--- config.mk ---
export PLATFORM = sky130hd
export DESIGN_NAME = temp_scan_scheduler_flat
export DESIGN_NICKNAME = d
export VERILOG_FILES = /design/src/rtl/temp_scan_scheduler_if.sv /design/src/rtl/temp_scan_scheduler.sv /design/src/flat_wrapper.sv
export SDC_FILE = /design/constraint.sdc
export NUM_CORES = 1
export LEC_CHECK = 0
export ABC_CLOCK_PERIOD_IN_PS = 2600
export BUFFER_PORTS_ARGS = -buffer_cell sky130_fd_sc_hd__buf_2
export CAP_MARGIN = 20
export CORE_ASPECT_RATIO = 1.2
export CORE_MARGIN = 3
export CORE_UTILIZATION = 45
export CTS_BUF_LIST = sky130_fd_sc_hd__clkbuf_16
export CTS_CLUSTER_SIZE = 12
export DETAILED_ROUTE_END_ITERATION = 12
export PLACE_DENSITY_LB_ADDON = 0.12
export SYNTH_ARGS = -nofsm -noshare
export SYNTH_HDL_FRONTEND = slang
export SYNTH_SLANG_ARGS = --single-unit
--- constraint.sdc ---
create_clock -name clk -period 2.6 [get_ports clk]
set_input_delay 0.52 -clock clk [delete_from_list [all_inputs] [get_ports clk]]
set_output_delay 0.52 -clock clk [all_outputs]
set_load 0.03 [all_outputs]
--- src/rtl/temp_scan_scheduler_if.sv ---
// Bus bundle for temp_scan_scheduler: configuration writes, the sensor
// sample handshake, the shared abnormality datapath and the alarm outputs.
//
// Sample handshake: the scheduler raises sampleReq with sampleCh stable and
// holds both until the sensor answers. A sample transfers on a rising clock
// edge where sampleReq and sampleAck are both high, and sampleData is taken
// on that edge. sampleAck while sampleReq is low is ignored.
interface temp_scan_scheduler_if;
  logic       scanEn;
  logic       cfgWe;
  logic [1:0] cfgCh;
  logic [4:0] cfgBase;
  logic [3:0] cfgCoef;
  logic       sampleReq;
  logic [1:0] sampleCh;
  logic       sampleAck;
  logic [3:0] sampleData;
  logic [4:0] dpBaseTemp;
  logic [3:0] dpTempCoef;
  logic [3:0] dpSensorValue;
  logic       dpAbnormality;
  logic [3:0] alarmClr;
  logic [3:0] alarm;
  logic       scanDone;
  logic [1:0] state;

  // Scheduler side
  modport master (
    input  scanEn, cfgWe, cfgCh, cfgBase, cfgCoef,
    input  sampleAck, sampleData, dpAbnormality, alarmClr,
    output sampleReq, sampleCh, dpBaseTemp, dpTempCoef, dpSensorValue,
    output alarm, scanDone, state
  );

  // Environment side (sensor, datapath, host)
  modport slave (
    output scanEn, cfgWe, cfgCh, cfgBase, cfgCoef,
    output sampleAck, sampleData, dpAbnormality, alarmClr,
    input  sampleReq, sampleCh, dpBaseTemp, dpTempCoef, dpSensorValue,
    input  alarm, scanDone, state
  );
endinterface

--- src/rtl/temp_scan_scheduler.sv ---
// temp_scan_scheduler: round-robin scan of four temperature channels.
// Each channel is requested from the sensor, its calibration entry and raw
// value are registered onto the shared datapath, and the datapath's
// abnormality result feeds a per-channel 2-bit debounce that drives alarm.
// Optional macro STICKY_ALARM_EN: a set alarm latches until alarmClr.
module temp_scan_scheduler (
  input logic                   clk,
  input logic                   rstN,
  temp_scan_scheduler_if.master bus
);

  localparam logic [1:0] S_IDLE   = 2'd0;
  localparam logic [1:0] S_REQ    = 2'd1;
  localparam logic [1:0] S_EVAL   = 2'd2;
  localparam logic [1:0] S_UPDATE = 2'd3;

  logic [1:0] state;
  logic [1:0] ch;
  logic [4:0] base_tbl [4];
  logic [3:0] coef_tbl [4];
  logic [1:0] cnt      [4];
  logic [1:0] cnt_nxt  [4];
  logic [3:0] alarm;
  logic [3:0] alarm_nxt;
  logic [3:0] sel_ch;
  logic       scan_done;
  logic [4:0] dp_base;
  logic [3:0] dp_coef;
  logic [3:0] dp_value;
  logic       take;
  logic       upd;

  assign take = (state == S_REQ) && bus.sampleAck;
  assign upd  = (state == S_UPDATE);

  assign bus.sampleReq     = (state == S_REQ);
  assign bus.sampleCh      = ch;
  assign bus.dpBaseTemp    = dp_base;
  assign bus.dpTempCoef    = dp_coef;
  assign bus.dpSensorValue = dp_value;
  assign bus.alarm         = alarm;
  assign bus.scanDone      = scan_done;
  assign bus.state         = state;

`ifndef STICKY_ALARM_EN
  logic unused_clr;
  assign unused_clr = ^bus.alarmClr;
`endif

  // Scan sequencing: request, evaluate, update, then next channel.
  always_ff @(posedge clk or negedge rstN) begin
    if (!rstN) begin
      state     <= S_IDLE;
      ch        <= 2'd0;
      scan_done <= 1'b0;
    end else begin
      scan_done <= upd && (ch == 2'd3);
      case (state)
        S_IDLE:   if (bus.scanEn) state <= S_REQ;
        S_REQ:    if (bus.sampleAck) state <= S_EVAL;
        S_EVAL:   state <= S_UPDATE;
        S_UPDATE: begin
          ch    <= ch + 2'd1;
          state <= bus.scanEn ? S_REQ : S_IDLE;
        end
        default:  state <= S_IDLE;
      endcase
    end
  end

  // Calibration table; writes are accepted in every state.
  always_ff @(posedge clk or negedge rstN) begin
    if (!rstN) begin
      for (int i = 0; i < 4; i++) begin
        base_tbl[i] <= 5'd20;
        coef_tbl[i] <= 4'd1;
      end
    end else if (bus.cfgWe) begin
      base_tbl[bus.cfgCh] <= bus.cfgBase;
      coef_tbl[bus.cfgCh] <= bus.cfgCoef;
    end
  end

  // Datapath operands, loaded on the accepted sample and held until the next.
  always_ff @(posedge clk or negedge rstN) begin
    if (!rstN) begin
      dp_base  <= 5'd0;
      dp_coef  <= 4'd0;
      dp_value <= 4'd0;
    end else if (take) begin
      dp_base  <= base_tbl[ch];
      dp_coef  <= coef_tbl[ch];
      dp_value <= bus.sampleData;
    end
  end

  // One-hot of the channel being updated this cycle.
  always_comb begin
    sel_ch = 4'b0000;
    if (upd) sel_ch[ch] = 1'b1;
  end

  // Debounce: three disagreeing samples in a row flip the alarm.
  always_comb begin
    alarm_nxt = alarm;
    for (int i = 0; i < 4; i++) cnt_nxt[i] = cnt[i];
    for (int i = 0; i < 4; i++) begin
`ifdef STICKY_ALARM_EN
      if (sel_ch[i] && !alarm[i] && bus.dpAbnormality && (cnt[i] == 2'd2)) begin
        alarm_nxt[i] = 1'b1;
        cnt_nxt[i]   = 2'd0;
      end else if (bus.alarmClr[i]) begin
        alarm_nxt[i] = 1'b0;
        cnt_nxt[i]   = 2'd0;
      end else if (sel_ch[i] && !alarm[i]) begin
        cnt_nxt[i] = bus.dpAbnormality ? cnt[i] + 2'd1 : 2'd0;
      end
`else
      if (sel_ch[i]) begin
        if (bus.dpAbnormality == alarm[i]) begin
          cnt_nxt[i] = 2'd0;
        end else if (cnt[i] == 2'd2) begin
          alarm_nxt[i] = ~alarm[i];
          cnt_nxt[i]   = 2'd0;
        end else begin
          cnt_nxt[i] = cnt[i] + 2'd1;
        end
      end
`endif
    end
  end

  // Debounce state registers.
  always_ff @(posedge clk or negedge rstN) begin
    if (!rstN) begin
      alarm <= 4'b0000;
      for (int i = 0; i < 4; i++) cnt[i] <= 2'd0;
    end else begin
      alarm <= alarm_nxt;
      for (int i = 0; i < 4; i++) cnt[i] <= cnt_nxt[i];
    end
  end

endmodule

--- src/flat_wrapper.sv ---
// flat-port wrapper written by rule: the top's interface ports become plain ports
module temp_scan_scheduler_flat 
  (clk, rstN, bus_scanEn, bus_cfgWe, bus_cfgCh, bus_cfgBase, bus_cfgCoef, bus_sampleAck, bus_sampleData, bus_dpAbnormality, bus_alarmClr, bus_sampleReq, bus_sampleCh, bus_dpBaseTemp, bus_dpTempCoef, bus_dpSensorValue, bus_alarm, bus_scanDone, bus_state);
  temp_scan_scheduler_if bus_i ();
  input logic clk;
  input logic rstN;
  input wire logic [$bits(bus_i.scanEn)-1:0] bus_scanEn;
  input wire logic [$bits(bus_i.cfgWe)-1:0] bus_cfgWe;
  input wire logic [$bits(bus_i.cfgCh)-1:0] bus_cfgCh;
  input wire logic [$bits(bus_i.cfgBase)-1:0] bus_cfgBase;
  input wire logic [$bits(bus_i.cfgCoef)-1:0] bus_cfgCoef;
  input wire logic [$bits(bus_i.sampleAck)-1:0] bus_sampleAck;
  input wire logic [$bits(bus_i.sampleData)-1:0] bus_sampleData;
  input wire logic [$bits(bus_i.dpAbnormality)-1:0] bus_dpAbnormality;
  input wire logic [$bits(bus_i.alarmClr)-1:0] bus_alarmClr;
  output wire logic [$bits(bus_i.sampleReq)-1:0] bus_sampleReq;
  output wire logic [$bits(bus_i.sampleCh)-1:0] bus_sampleCh;
  output wire logic [$bits(bus_i.dpBaseTemp)-1:0] bus_dpBaseTemp;
  output wire logic [$bits(bus_i.dpTempCoef)-1:0] bus_dpTempCoef;
  output wire logic [$bits(bus_i.dpSensorValue)-1:0] bus_dpSensorValue;
  output wire logic [$bits(bus_i.alarm)-1:0] bus_alarm;
  output wire logic [$bits(bus_i.scanDone)-1:0] bus_scanDone;
  output wire logic [$bits(bus_i.state)-1:0] bus_state;
  assign bus_i.scanEn = bus_scanEn;
  assign bus_i.cfgWe = bus_cfgWe;
  assign bus_i.cfgCh = bus_cfgCh;
  assign bus_i.cfgBase = bus_cfgBase;
  assign bus_i.cfgCoef = bus_cfgCoef;
  assign bus_i.sampleAck = bus_sampleAck;
  assign bus_i.sampleData = bus_sampleData;
  assign bus_i.dpAbnormality = bus_dpAbnormality;
  assign bus_i.alarmClr = bus_alarmClr;
  assign bus_sampleReq = bus_i.sampleReq;
  assign bus_sampleCh = bus_i.sampleCh;
  assign bus_dpBaseTemp = bus_i.dpBaseTemp;
  assign bus_dpTempCoef = bus_i.dpTempCoef;
  assign bus_dpSensorValue = bus_i.dpSensorValue;
  assign bus_alarm = bus_i.alarm;
  assign bus_scanDone = bus_i.scanDone;
  assign bus_state = bus_i.state;
  temp_scan_scheduler u_core (.clk(clk), .rstN(rstN), .bus(bus_i));
endmodule
==> run summary <==
The power density over cell area came out at 1162 nW/um2. Clock latency on the worst-skew pair, taken at its later pin, is 330 ps. For this run, the number of Yosys warnings is 0. The number of library cell types mapped by synthesis came out at 29. The standard-cell row count is 31. The highest clock frequency the design can meet is 0.5357 GHz. The number of buffers created by CTS is 9.

The biggest area contributor in the post-synthesis netlist is sky130_fd_sc_hd__dfrtp_1. Final hold analysis gives a worst-case slack of 200.4 ps. After detailed placement, the total cell area comes to 3287 um2. The primary flip-flop cell chosen by synthesis mapping is sky130_fd_sc_hd__dfrtp_1. The leftover overflow at the end of global routing is 0. Setup repair after global routing left no endpoint under its margin. The total die area came out at 7613 um2. For this design the static power due to leakage is 1.686 nW. After synthesis, the cell types taking the most area are sky130_fd_sc_hd__dfrtp_1 46%, sky130_fd_sc_hd__mux2_2 17%, sky130_fd_sc_hd__dfstp_2 11%.

The post-route netlist has 46.18% of its cells at a drive strength greater than 1. The kind of end point of the critical path is an output port. The register-to-register path setup slack is 840 ps. The cell area after synthesis came out at 2969 um2. The synthesized netlist devotes 4.973% of its cell area to compound gates. The number of antenna violations at the first check in global routing came to 0. The number of buffers inserted by port buffering came out at 43. After Yosys synthesis, and, or, nand and nor cells account for 8.470% of the synthesized area. Post-CTS timing repair inserted 0 buffers for setup.

For this design, the sink count on the clock tree is 66. The clock transition at the register clock pins on the worst setup and hold paths after CTS came out at 50 ps. The worst hold path belongs to the class input port to asynchronous set/reset pin. The first detailed-routing pass ran for 4 iterations.

After routing the design area is 3566 um2. Data on the critical path is required at its endpoint by 2080 ps. The ratio of final minimum period to clock period came out at 71.80%. The total number of vias came out at 1,874. The root buffer cell chosen for the clock tree is sky130_fd_sc_hd__clkbuf_16. The final layout contains routed wiring with a total length of 5.676 mm. At the end of routability-driven placement, the weighted congestion stood at 0.7298. The most common library cell in the layout ignoring fill and taps is sky130_fd_sc_hd__dfrtp_1. The total track usage came out at 16.51%.

The sequential element share of the synthesized area came out at 56.13%. The run finished with clean final reports. The antenna diode count came out at 0. The number of H-tree levels came out at 3.

The number of instances in the synthesized netlist is 217. Data arrives at the worst endpoint at 1350 ps. The setup TNS came out at 0 ps. The count of filler cells inserted in the layout is 537. The final count of hold timing violations came out at 0. The die span in y came out at 94.98 um. The mean routed wirelength per cell came out at 15.90 um. The total count of max-transition violations in the final report came to 0. The fraction of registers with async set/reset is 100.0%. The post-detailed-route via-to-cell ratio came out at 5.249. The number of hold buffers added after CTS was 0. The number of nets at the end of the flow came out at 304.

The library cells used most frequently in the layout, excluding fill and tap cells, are 54 x sky130_fd_sc_hd__dfrtp_1, 46 x sky130_fd_sc_hd__mux2_2, 43 x sky130_fd_sc_hd__buf_2, 19 x sky130_fd_sc_hd__nand2_1, 18 x sky130_fd_sc_hd__mux2i_1. Counting I/O delays and the setup requirement, the final critical path takes 1867 ps. The number of gates resized after CTS was 0.

The worst IR drop on VDD came out at 0.0004796 V. TritonCTS built the clock tree. Synthesis produced a netlist with a net count of 251.

For this design the top-level I/O count stands at 48. The number of setup violations in the final report came out at 0. The area growth from synthesis to layout is 20.10%. The xor/xnor cell area share of the yosys netlist came out at 1.475%. The kind of start point of the critical path is a register. After Yosys synthesis, full adders, half adders and majority gates account for 3.793% of the synthesized area. The remaining antenna violation count came out at 0. The number of remaining DRC errors is 0. The first-iteration detailed-routing DRC count came out at 84. After synthesis, the largest family of logic cells by area is multiplexers. The area of the core region came out at 6206 um2. The kind of critical path is register to output port. The final HPWL from detailed placement is 3.734 mm. The relative slew slack came out at 59.51%.

The post-synthesis register bit count came out at 66. The placed instance count came out at 341. The largest net degree at the start of global routing is 40. The via count of the first global-routing pass is 1,936.

The global-route wire length before repair is 9.266 mm. The transition time at the pin with the least slew margin is 605.9 ps. Leaving out filler cells and counting taps, the final layout contains 357. The share of cell area taken by muxes after synthesis is 23.51%. In this run the worst path has a maximum fanout of 6. The mean instance size in the synthesized netlist came out at 13.68 um2. The total of max-cap violations is 0. The synthesized design contains 0 enable-type register cells. The die extent in x is 80.15 um. The buffer levels on the longest clock path is 2. The clock arrives with 5.617 ps of skew. The initial core utilization is 47.84%. The depth of the worst register-to-register path is 4. The area share of the largest cell type after synthesis came out at 45.51%.
==> per-layer routing <==
layer  vias up  track usage, %  routed length (um)
li1        886               -                   -
met1       945           19.61                2507
met2        33           27.42                2804
met3        10           4.008                 231
met4         0           8.873                 132
met5         -               0                   0
==> worst paths after layout <==
check / startpoint / to
max: u_core.bus.state[1] / bus_sampleReq
min: rstN / u_core.bus.alarm[2]
max reg2reg: u_core.bus.state[1] / u_core.bus.dpSensorValue[0]
min reg2reg: u_core.cnt[3] / u_core.cnt[3]
max in group asynchronous: rstN / u_core.base_tbl[14]
min in group clk: bus_sampleData[1] / u_core.bus.dpSensorValue[1]
==> sequential cells by signal, indices dropped and copies added (netlist names) <==
signal	cells
u_core.bus.dpTempCoef	4
u_core.bus.alarm	4
u_core.cnt	8
u_core.bus.sampleCh	2
u_core.coef_tbl	16
u_core.base_tbl	20
u_core.bus.scanDone	1
u_core.bus.state	2
u_core.bus.dpSensorValue	4
u_core.bus.dpBaseTemp	5
==> power breakdown <==
group	switching, W	internal, W	total [W]	leakage, nW
registers	0.000210	0.00137	0.00158	0.790
logic	0.000849	0.000576	0.00143	0.748
clock network	0.000410	0.000722	0.00113	0.148
==> cells by family (layout without fill, tap and decap cells) <==
group	after synthesis	after routing
AOI/OAI and AO/OA	20	20
adders and majority gates	9	9
DFF	66	66
and+or+nand+nor	43	43
muxes	64	64
xor gates and xnor gates	5	5
buffers and inverters	10	68
==> stage by stage <==
| stage | worst slack, ps | total power [W] | util (%) |
|---|---|---|---|
| floorplan | 742.7 | 0.002637 | - |
| global placement | 845.6 | 0.003007 | 52.96 |
| detailed placement | 821.9 | 0.003041 | 52.96 |
| CTS | 714.0 | 0.004193 | 57.46 |
| global route | 633.7 | 0.004385 | 57.46 |
| finish | 733.3 | 0.004142 | 57.46 |
==> critical path, stage by stage (launching register included) <==
cell                      delay (ps)
sky130_fd_sc_hd__dfrtp_1         430
sky130_fd_sc_hd__inv_1           120
sky130_fd_sc_hd__ha_1            230
sky130_fd_sc_hd__buf_2           230
==> area by class of cell <==
| type | count | area (um2) | share of cell area [%] |
|---|---|---|---|
| clock buffers | 9 | 225.2 | 6.316 |
| clock inverters | 7 | 53.80 | 1.509 |
| inverters | 5 | 18.77 | 0.5263 |
| multi-input cells | 141 | 1254 | 35.16 |
| flip-flops and latches | 66 | 1667 | 46.74 |
| well taps | 82 | 102.6 | 2.877 |
| repair buffers | 47 | 245.2 | 6.877 |
==> Yosys cell counts, types with 3 or more instances <==
cell type and n:
sky130_fd_sc_hd__o221ai_1 9, sky130_fd_sc_hd__buf_2 3, sky130_fd_sc_hd__ha_1 9, sky130_fd_sc_hd__mux2_2 46, sky130_fd_sc_hd__nand3_1 4, sky130_fd_sc_hd__dfstp_2 12, sky130_fd_sc_hd__mux2i_1 18, sky130_fd_sc_hd__o21ai_0 6
sky130_fd_sc_hd__inv_1 5, sky130_fd_sc_hd__dfrtp_1 54, sky130_fd_sc_hd__xor2_1 4, sky130_fd_sc_hd__nand2_1 19, sky130_fd_sc_hd__nand2b_1 4, sky130_fd_sc_hd__nor3b_2 4
Note: power is estimated with default switching activity, not from simulation.
